## src/rtl/adc_capture_sequencer.sv

```systemverilog
// adc_capture_sequencer
// Runs ADS8528 capture windows. Each frame issues a one-cycle conversion-start
// pulse, collects NUM_CH channel words into the sample FIFO, then waits for the
// next sample tick. The window ends after CAPTURE_LEN frames, on a conversion
// timeout, or on abort. A drain path lets the SPI side read the FIFO at any time.
//
// Ports:
//   clk, rst          clock; asynchronous active-low reset
//   start, abort      open a capture window / terminate it (abort wins)
//   adc_convst        one-cycle conversion start pulse
//   adc_data_valid,
//   adc_data          one channel word from the ADC driver
//   mem_full,
//   mem_empty,
//   mem_count         FIFO status inputs (mem_count is informational only)
//   mem_write,
//   mem_data          registered FIFO write port
//   spi_rd_req        SPI side wants the next word
//   mem_read          FIFO read strobe (request gated by empty)
//   spi_rd_valid      FIFO data_out valid, one cycle after mem_read
//   busy, done        window in progress / completed normally
//   overflow          sticky: a word was dropped on a full FIFO
//   timeout_err       sticky: a conversion came up short of NUM_CH words
//   frame_cnt         frames completed in the current or last window
module adc_capture_sequencer #(
    parameter int unsigned DATA_WIDTH   = 16,
    parameter int unsigned DEPTH        = 16384,
    parameter int unsigned NUM_CH       = 4,
    parameter int unsigned SAMPLE_DIV   = 200,
    parameter int unsigned CONV_TIMEOUT = 64,
    parameter int unsigned CAPTURE_LEN  = 4096
) (
    input  logic                             clk,
    input  logic                             rst,
    input  logic                             start,
    input  logic                             abort,
    output logic                             adc_convst,
    input  logic                             adc_data_valid,
    input  logic [DATA_WIDTH-1:0]            adc_data,
    input  logic                             mem_full,
    input  logic                             mem_empty,
    input  logic [$clog2(DEPTH)-1:0]         mem_count,
    output logic                             mem_write,
    output logic [DATA_WIDTH-1:0]            mem_data,
    input  logic                             spi_rd_req,
    output logic                             mem_read,
    output logic                             spi_rd_valid,
    output logic                             busy,
    output logic                             done,
    output logic                             overflow,
    output logic                             timeout_err,
    output logic [$clog2(CAPTURE_LEN+1)-1:0] frame_cnt
);

    localparam int unsigned CH_W  = $clog2(NUM_CH + 1);
    localparam int unsigned TO_W  = $clog2(CONV_TIMEOUT + 1);
    localparam int unsigned DIV_W = $clog2(SAMPLE_DIV);
    localparam int unsigned FR_W  = $clog2(CAPTURE_LEN + 1);

    typedef enum logic [2:0] {
        S_IDLE,
        S_CONVERT,
        S_COLLECT,
        S_WAIT_TICK,
        S_DONE
    } state_t;

    state_t                state_q;
    logic                  convst_q;
    logic                  mem_write_q;
    logic [DATA_WIDTH-1:0] mem_data_q;
    logic                  rd_valid_q;
    logic                  busy_q;
    logic                  done_q;
    logic                  overflow_q;
    logic                  timeout_q;
    logic [FR_W-1:0]       frame_cnt_q;
    logic [DIV_W-1:0]      div_cnt_q;
    logic [TO_W-1:0]       to_cnt_q;
    logic [CH_W-1:0]       ch_cnt_q;

    logic word_in;
    logic frame_end;
    logic last_frame;
    logic to_expire;
    logic tick;
    logic launch;
    logic unused_mem_count;

    assign unused_mem_count = ^mem_count;

    assign word_in    = (state_q == S_COLLECT) && adc_data_valid;
    assign frame_end  = word_in && (ch_cnt_q == CH_W'(NUM_CH - 1));
    assign last_frame = (frame_cnt_q == FR_W'(CAPTURE_LEN - 1));
    // to_cnt counts cycles since the convst cycle, so expiry lands exactly
    // CONV_TIMEOUT cycles after the pulse.
    assign to_expire  = (to_cnt_q == TO_W'(CONV_TIMEOUT - 1));
    assign tick       = (div_cnt_q == DIV_W'(SAMPLE_DIV - 1));
    assign launch     = start && !abort;

    // Drain path: held off during reset so every output reads zero.
    assign mem_read     = rst & spi_rd_req & ~mem_empty;
    assign spi_rd_valid = rd_valid_q;

    assign adc_convst  = convst_q;
    assign mem_write   = mem_write_q;
    assign mem_data    = mem_data_q;
    assign busy        = busy_q;
    assign done        = done_q;
    assign overflow    = overflow_q;
    assign timeout_err = timeout_q;
    assign frame_cnt   = frame_cnt_q;

    always_ff @(posedge clk or negedge rst) begin
        if (!rst) begin
            state_q     <= S_IDLE;
            convst_q    <= 1'b0;
            mem_write_q <= 1'b0;
            mem_data_q  <= '0;
            rd_valid_q  <= 1'b0;
            busy_q      <= 1'b0;
            done_q      <= 1'b0;
            overflow_q  <= 1'b0;
            timeout_q   <= 1'b0;
            frame_cnt_q <= '0;
            div_cnt_q   <= '0;
            to_cnt_q    <= '0;
            ch_cnt_q    <= '0;
        end else begin
            convst_q    <= 1'b0;
            mem_write_q <= 1'b0;
            rd_valid_q  <= mem_read;

            case (state_q)
                S_IDLE, S_DONE: begin
                    if (launch) begin
                        state_q     <= S_CONVERT;
                        convst_q    <= 1'b1;
                        busy_q      <= 1'b1;
                        done_q      <= 1'b0;
                        frame_cnt_q <= '0;
                        overflow_q  <= 1'b0;
                        timeout_q   <= 1'b0;
                        div_cnt_q   <= '0;
                        to_cnt_q    <= '0;
                        ch_cnt_q    <= '0;
                    end
                end

                S_CONVERT: begin
                    if (abort) begin
                        state_q <= S_IDLE;
                        busy_q  <= 1'b0;
                    end else begin
                        state_q   <= S_COLLECT;
                        div_cnt_q <= div_cnt_q + DIV_W'(1);
                        to_cnt_q  <= to_cnt_q + TO_W'(1);
                    end
                end

                S_COLLECT: begin
                    if (abort) begin
                        state_q <= S_IDLE;
                        busy_q  <= 1'b0;
                    end else begin
                        div_cnt_q <= div_cnt_q + DIV_W'(1);
                        to_cnt_q  <= to_cnt_q + TO_W'(1);
                        if (word_in) begin
                            // A dropped word still advances ch_cnt to keep frames aligned.
                            if (mem_full) begin
                                overflow_q <= 1'b1;
                            end else begin
                                mem_write_q <= 1'b1;
                                mem_data_q  <= adc_data;
                            end
                            ch_cnt_q <= ch_cnt_q + CH_W'(1);
                        end
                        // A frame completing on its last allowed cycle beats the timeout.
                        if (frame_end) begin
                            if (frame_cnt_q != FR_W'(CAPTURE_LEN)) begin
                                frame_cnt_q <= frame_cnt_q + FR_W'(1);
                            end
                            if (last_frame) begin
                                state_q <= S_DONE;
                                busy_q  <= 1'b0;
                                done_q  <= 1'b1;
                            end else begin
                                state_q <= S_WAIT_TICK;
                            end
                        end else if (to_expire) begin
                            timeout_q <= 1'b1;
                            state_q   <= S_DONE;
                            busy_q    <= 1'b0;
                            done_q    <= 1'b1;
                        end
                    end
                end

                S_WAIT_TICK: begin
                    if (abort) begin
                        state_q <= S_IDLE;
                        busy_q  <= 1'b0;
                    end else if (tick) begin
                        state_q   <= S_CONVERT;
                        convst_q  <= 1'b1;
                        div_cnt_q <= '0;
                        to_cnt_q  <= '0;
                        ch_cnt_q  <= '0;
                    end else begin
                        div_cnt_q <= div_cnt_q + DIV_W'(1);
                    end
                end

                default: begin
                    state_q <= S_IDLE;
                    busy_q  <= 1'b0;
                end
            endcase
        end
    end

endmodule

```

## config.mk

```make
export PLATFORM = sky130hd
export DESIGN_NAME = adc_capture_sequencer
export DESIGN_NICKNAME = d
export VERILOG_FILES = /design/src/rtl/adc_capture_sequencer.sv
export SDC_FILE = /design/constraint.sdc
export NUM_CORES = 1
export LEC_CHECK = 0
export ABC_CLOCK_PERIOD_IN_PS = 3900
export CAP_MARGIN = 10
export CORE_MARGIN = 3
export CORE_UTILIZATION = 30
export CTS_CLUSTER_SIZE = 24
export DETAILED_ROUTE_END_ITERATION = 6
export GPL_TIMING_DRIVEN = 0
export PLACE_DENSITY = 0.63
export SETUP_SLACK_MARGIN = 0.05
export SLEW_MARGIN = 20
export SYNTH_ARGS = -nofsm -noshare
export SYNTH_HDL_FRONTEND = slang
export SYNTH_SLANG_ARGS = --single-unit
```

## constraint.sdc

```tcl
create_clock -name clk -period 3.9 [get_ports clk]
set_clock_uncertainty 0.15 [all_clocks]
set_input_delay 0.78 -clock clk [delete_from_list [all_inputs] [get_ports clk]]
set_output_delay 0.78 -clock clk [all_outputs]
set_load 0.01 [all_outputs]
```

# Yosys cells after proc, flatten, opt, wreduce, memory -nomap -nowiden
# Index checks and enable logic that the tools add are counted.
# W data, S select, Z words.
# totals
reg_bits	57
out_inout_bits	37
elab_cells	127
inputBits	38
# classes
n_reduce_logical	21
add_sub_neg	4
muxes	58
bitwise_logic	5
eq_ne	26
# op_table
op	count
$mux W13	4
$mux W3	12
$mux W8	4
$mux W7	4
$pmux W13 S2	1
$reduce_and A5 Y1	5
$pmux W8 S3	1
$mux W1	23
$pmux W7 S3	1
$ne A2 B2 Y1 const B	10
$add A13 B1 Y13 const B	1
$eq A13 B12 Y1 const B	1
$ne A13 B13 Y1 const B	1
$pmux W3 S4	1
$reduce_and A4 Y1	3
$eq A3 B2 Y1 const B	3
$ne A3 B3 Y1 const B	3
$pmux W3 S3	1
$add A8 B1 Y8 const B	1
$eq A8 B8 Y1 const B	1
$ne A4 B4 Y1 const B	2
$pmux W1 S2	4
$add A7 B1 Y7 const B	1
$eq A7 B6 Y1 const B	1
other kinds (16)	25

# Longest topological paths before layout
# depth
depth_word	6
ltp_mapped	8
ltp_nobuf	6

# Worst setup path after synthesis
# No wires, ideal clock.
# synth_path
path_type	input-to-reg
startpoint	input start
endpoint	register to_cnt_q[5]
path_stages	4
setup_ns	0.078
path_buffers	0
t_required_ns	3.672
path_slack_ns	1.661
t_arrival_ns	2.011
cell_sequence	or3b_4 > a21o_1 > or4_1 > a21oi_1
# synth_between
elab_chain_cells	3
# synth_lines
item	line_no	text
start, declared	35	input logic start,
$logic_and A1 B1 Y1	99	assign launch = start && !abort;
$ne A2 B2 Y1 (no source line)	n/a	
$reduce_and A5 Y1 (no source line)	n/a	
end signal, assigned	157	to_cnt_q <= to_cnt_q + TO_W'(1);
end signal, assigned	167	to_cnt_q <= to_cnt_q + TO_W'(1);
end, declared	79	logic [TO_W-1:0] to_cnt_q;
# No other way between the ends.
# A chain may end at the register's enable or synchronous reset.

# Worst setup path in the final report
# layout_path
startpoint	input rst
endpoint	output mem_read
# layout_between
elab_chain_cells	2
# layout_lines
item	line_no	text
start, declared	34	input logic rst,
$and A1 B1 Y1 (2 in series)	102	assign mem_read = rst & spi_rd_req & ~mem_empty;
end, declared	46	output logic mem_read,
# No other way between the ends.

==> reports/qor.yml <==
std_cell_rows: 36
grt_use_total: 0.139
cts_tree: "done"
power_uw: 2260
placement.io_buffers: 60
slew_violations: 0
final_hold_viol_count: 0
power.density_mw_per_mm2: 563
cts_hold_buf: 0
root_buffer: "clkbuf_8"
io_pins: 75
yosysSeqAreaShare: 0.471
firstDrtPassIters: 4
viasPerCell: 5.20
instances_no_fill: 502
dpl.hpwl_mm: 5.46
ys_top_cells_by_area: "dfrtp_1 (47%), mux2_2 (7.4%), o31ai_1 (3.5%)"
setup_viol: 0
slowest_stage: "clkdlybuf4s50_1"
die_w_um: 106
cts_sinks: 57
maxCapViolations: 0
yosysWarnings: 0
antenna_left: 0
critPathBufInv: 3
drive_gt1_frac: 0.152
cts.reportedPaths.clkPinSlew_ns: 0.06
post-cts-setup-buffers: 0
worst_pin_slew_ns: 0.785
grt_pass1_vias: 2587
cp.arrival_ns: 2.06
startpoint_type: "input pin"
synthCells: 293
vias: 2610
grt_max_degree: 45
clk_latency_ns: 0.33
ys_types: 57
syn_area_mm2: 0.00303
synth_flop_cell: "dfrtp_1"
synth-seq-cells: 57
grt_pass1_wl_mm: 12.7
place_inst: 487
fin_crit_ns: 2.99
yosysTopAreaCell: "dfrtp_1"
cts_resized: 0
maxSlewHeadroom: 0.476
antennaDiodeCount: 0
start_util: 0.310
path_class: "input pin to primary output"
die_area_mm2: 0.0113
path_delay_family: "buffers and inverters"
cp_data_required_time_ns: 2.97
path_max_fanout: 44
crit_chain: "buf_4 -> buf_16 -> nand2_1 -> nor2_1 -> clkdlybuf4s50_1"
end_kind: "primary output"
post_synth.cell_area_avg_um2: 10.3
synth_edf_count: 0
hold_path.class: "input pin to async pin"
slowest_delay_ns: 0.55
overflow: 0
leakage_uw: 0.00163
nets: 409
period_share: 0.767
gp_congestion: 0.844
core_mm2: 0.00977
dr.first_iter.drc_count: 159
synthArstFlopShare: 1.00
fmax_mhz: 334
antenna_found_initial: 0
wl_per_cell_um: 14.9
totalWireLength_mm: 7.47
htree_levels: 3
fp.dieH_um: 106
synth_top_area_share: 0.471
synthesis.nets: 337
drc_errors: 0
cts_buffer_depth: 2
status: "complete, no violations"
grt_setup_unrepaired: "false"
area_growth_pct: 32.6
cts_inserted_buffers: 9
vdd_drop_max_v: 0.000333
-- final cells by class --
type | count | area, um^2
clock buffers | 12 | 155
well taps | 133 | 166
multi-input cells | 212 | 1490
flip-flops and latches | 57 | 1430
repair buffers | 61 | 626
inverters | 8 | 30.0
fillers | 982 | 5760
clock inverters | 3 | 40.0
plain buffers | 16 | 75.1
-- cells by family (layout without fill, tap and decap cells) --
family | count (synthesis) | in the layout | share of synthesized area
AOI/OAI and AO/OA | 63 | 63 | 0.146
xor gates and xnor gates | 3 | 3 | 0.00869
adders and majority gates | 6 | 6 | 0.0248
buffers and inverters | 24 | 100 | 0.0347
DFF | 57 | 57 | 0.471
muxes | 25 | 25 | 0.0910
and+or+nand+nor | 115 | 115 | 0.223
-- per-stage QoR --
stage	cell area [um^2]	utilization	setup slack (ns)	hold slack [ns]	TNS (ns)
after global routing	4010	0.411	0.758	0.161	0
after CTS	4010	0.411	0.861	0.149	0
after floorplan	3030	-	1.66	0.331	0
after detailed placement	3820	0.391	0.824	0.345	0
final	4010	0.411	0.909	0.161	0
after global placement	3790	0.388	-1.17	0.337	-4.64
-- Yosys cell counts (all sizes together), types with 4 or more instances --
master and instances:
nand2b 4, ha 6, nor2b 4, mux2 20, o31ai 14, nand3 10
buf 7, a21oi 15, inv 8, nand2 20, dfrtp 57, nor4 9
a211oi 4, clkbuf 9, nor2 18, or4 13, o21ai 12, nand4 9
and4 5, mux2i 5, nor3 4
-- metal layers --
metal | share of wire | up-vias | GRT usage
met4 | 0.018 | 0 | 0.0630
li1 | - | 1261 | -
met3 | 0.071 | 10 | 0.0383
met5 | 0 | - | 0
met1 | 0.45 | 1264 | 0.179
met2 | 0.46 | 75 | 0.216
-- path summary, 6_finish.rpt --
path	endpoint	depth (start not counted)	slack (ns)	start
max	mem_read	5	0.91	rst
min	frame_cnt[3]	1	0.16	rst
max reg2reg	frame_cnt[2]	6	1.42	state_q[0]
min reg2reg	mem_data[15]	1	0.35	mem_data[15]
max in group asynchronous	mem_data[2]	2	2.96	rst
min in group clk	mem_data[15]	1	0.35	mem_data[15]
-- where the power goes --
group          internal, uW  switching, uW  leakage (uW)
logic                   436            403      0.000771
registers               746            120      0.000756
clock network           324            228      0.000102
total                  1510            751       0.00163
-- placed cells by master, fill, tap and decap left out, drive strengths merged, types with 2 or more instances in the layout --
master / n
mux2i: 5
o21ai: 12
nor2b: 4
buf: 9
nand2: 20
or3b: 3
nor3: 4
or4: 13
clkbuf: 21
a21o: 2
nand2b: 4
a31o: 2
o41ai: 2
clkdlybuf4s50: 59
nand3b: 2
nand4: 9
o31ai: 14
ha: 6
or3: 2
and3: 3
nand3: 10
nor2: 18
and2: 3
inv: 8
xnor2: 3
o221ai: 2
dfrtp: 57
a21oi: 15
clkinv: 2
nor4: 9
mux2: 20
a211oi: 4
and4: 5
or2: 2
-- registers in the layout (all words and copies together) (netlist names) --
name and cells:
frame_cnt 13, spi_rd_valid 1, to_cnt_q 7, busy 1
div_cnt_q 8, timeout_err 1, ch_cnt_q 3, state_q 3
mem_write 1, adc_convst 1, done 1, mem_data 16
overflow 1
Note: power is estimated with default switching activity, not from simulation.
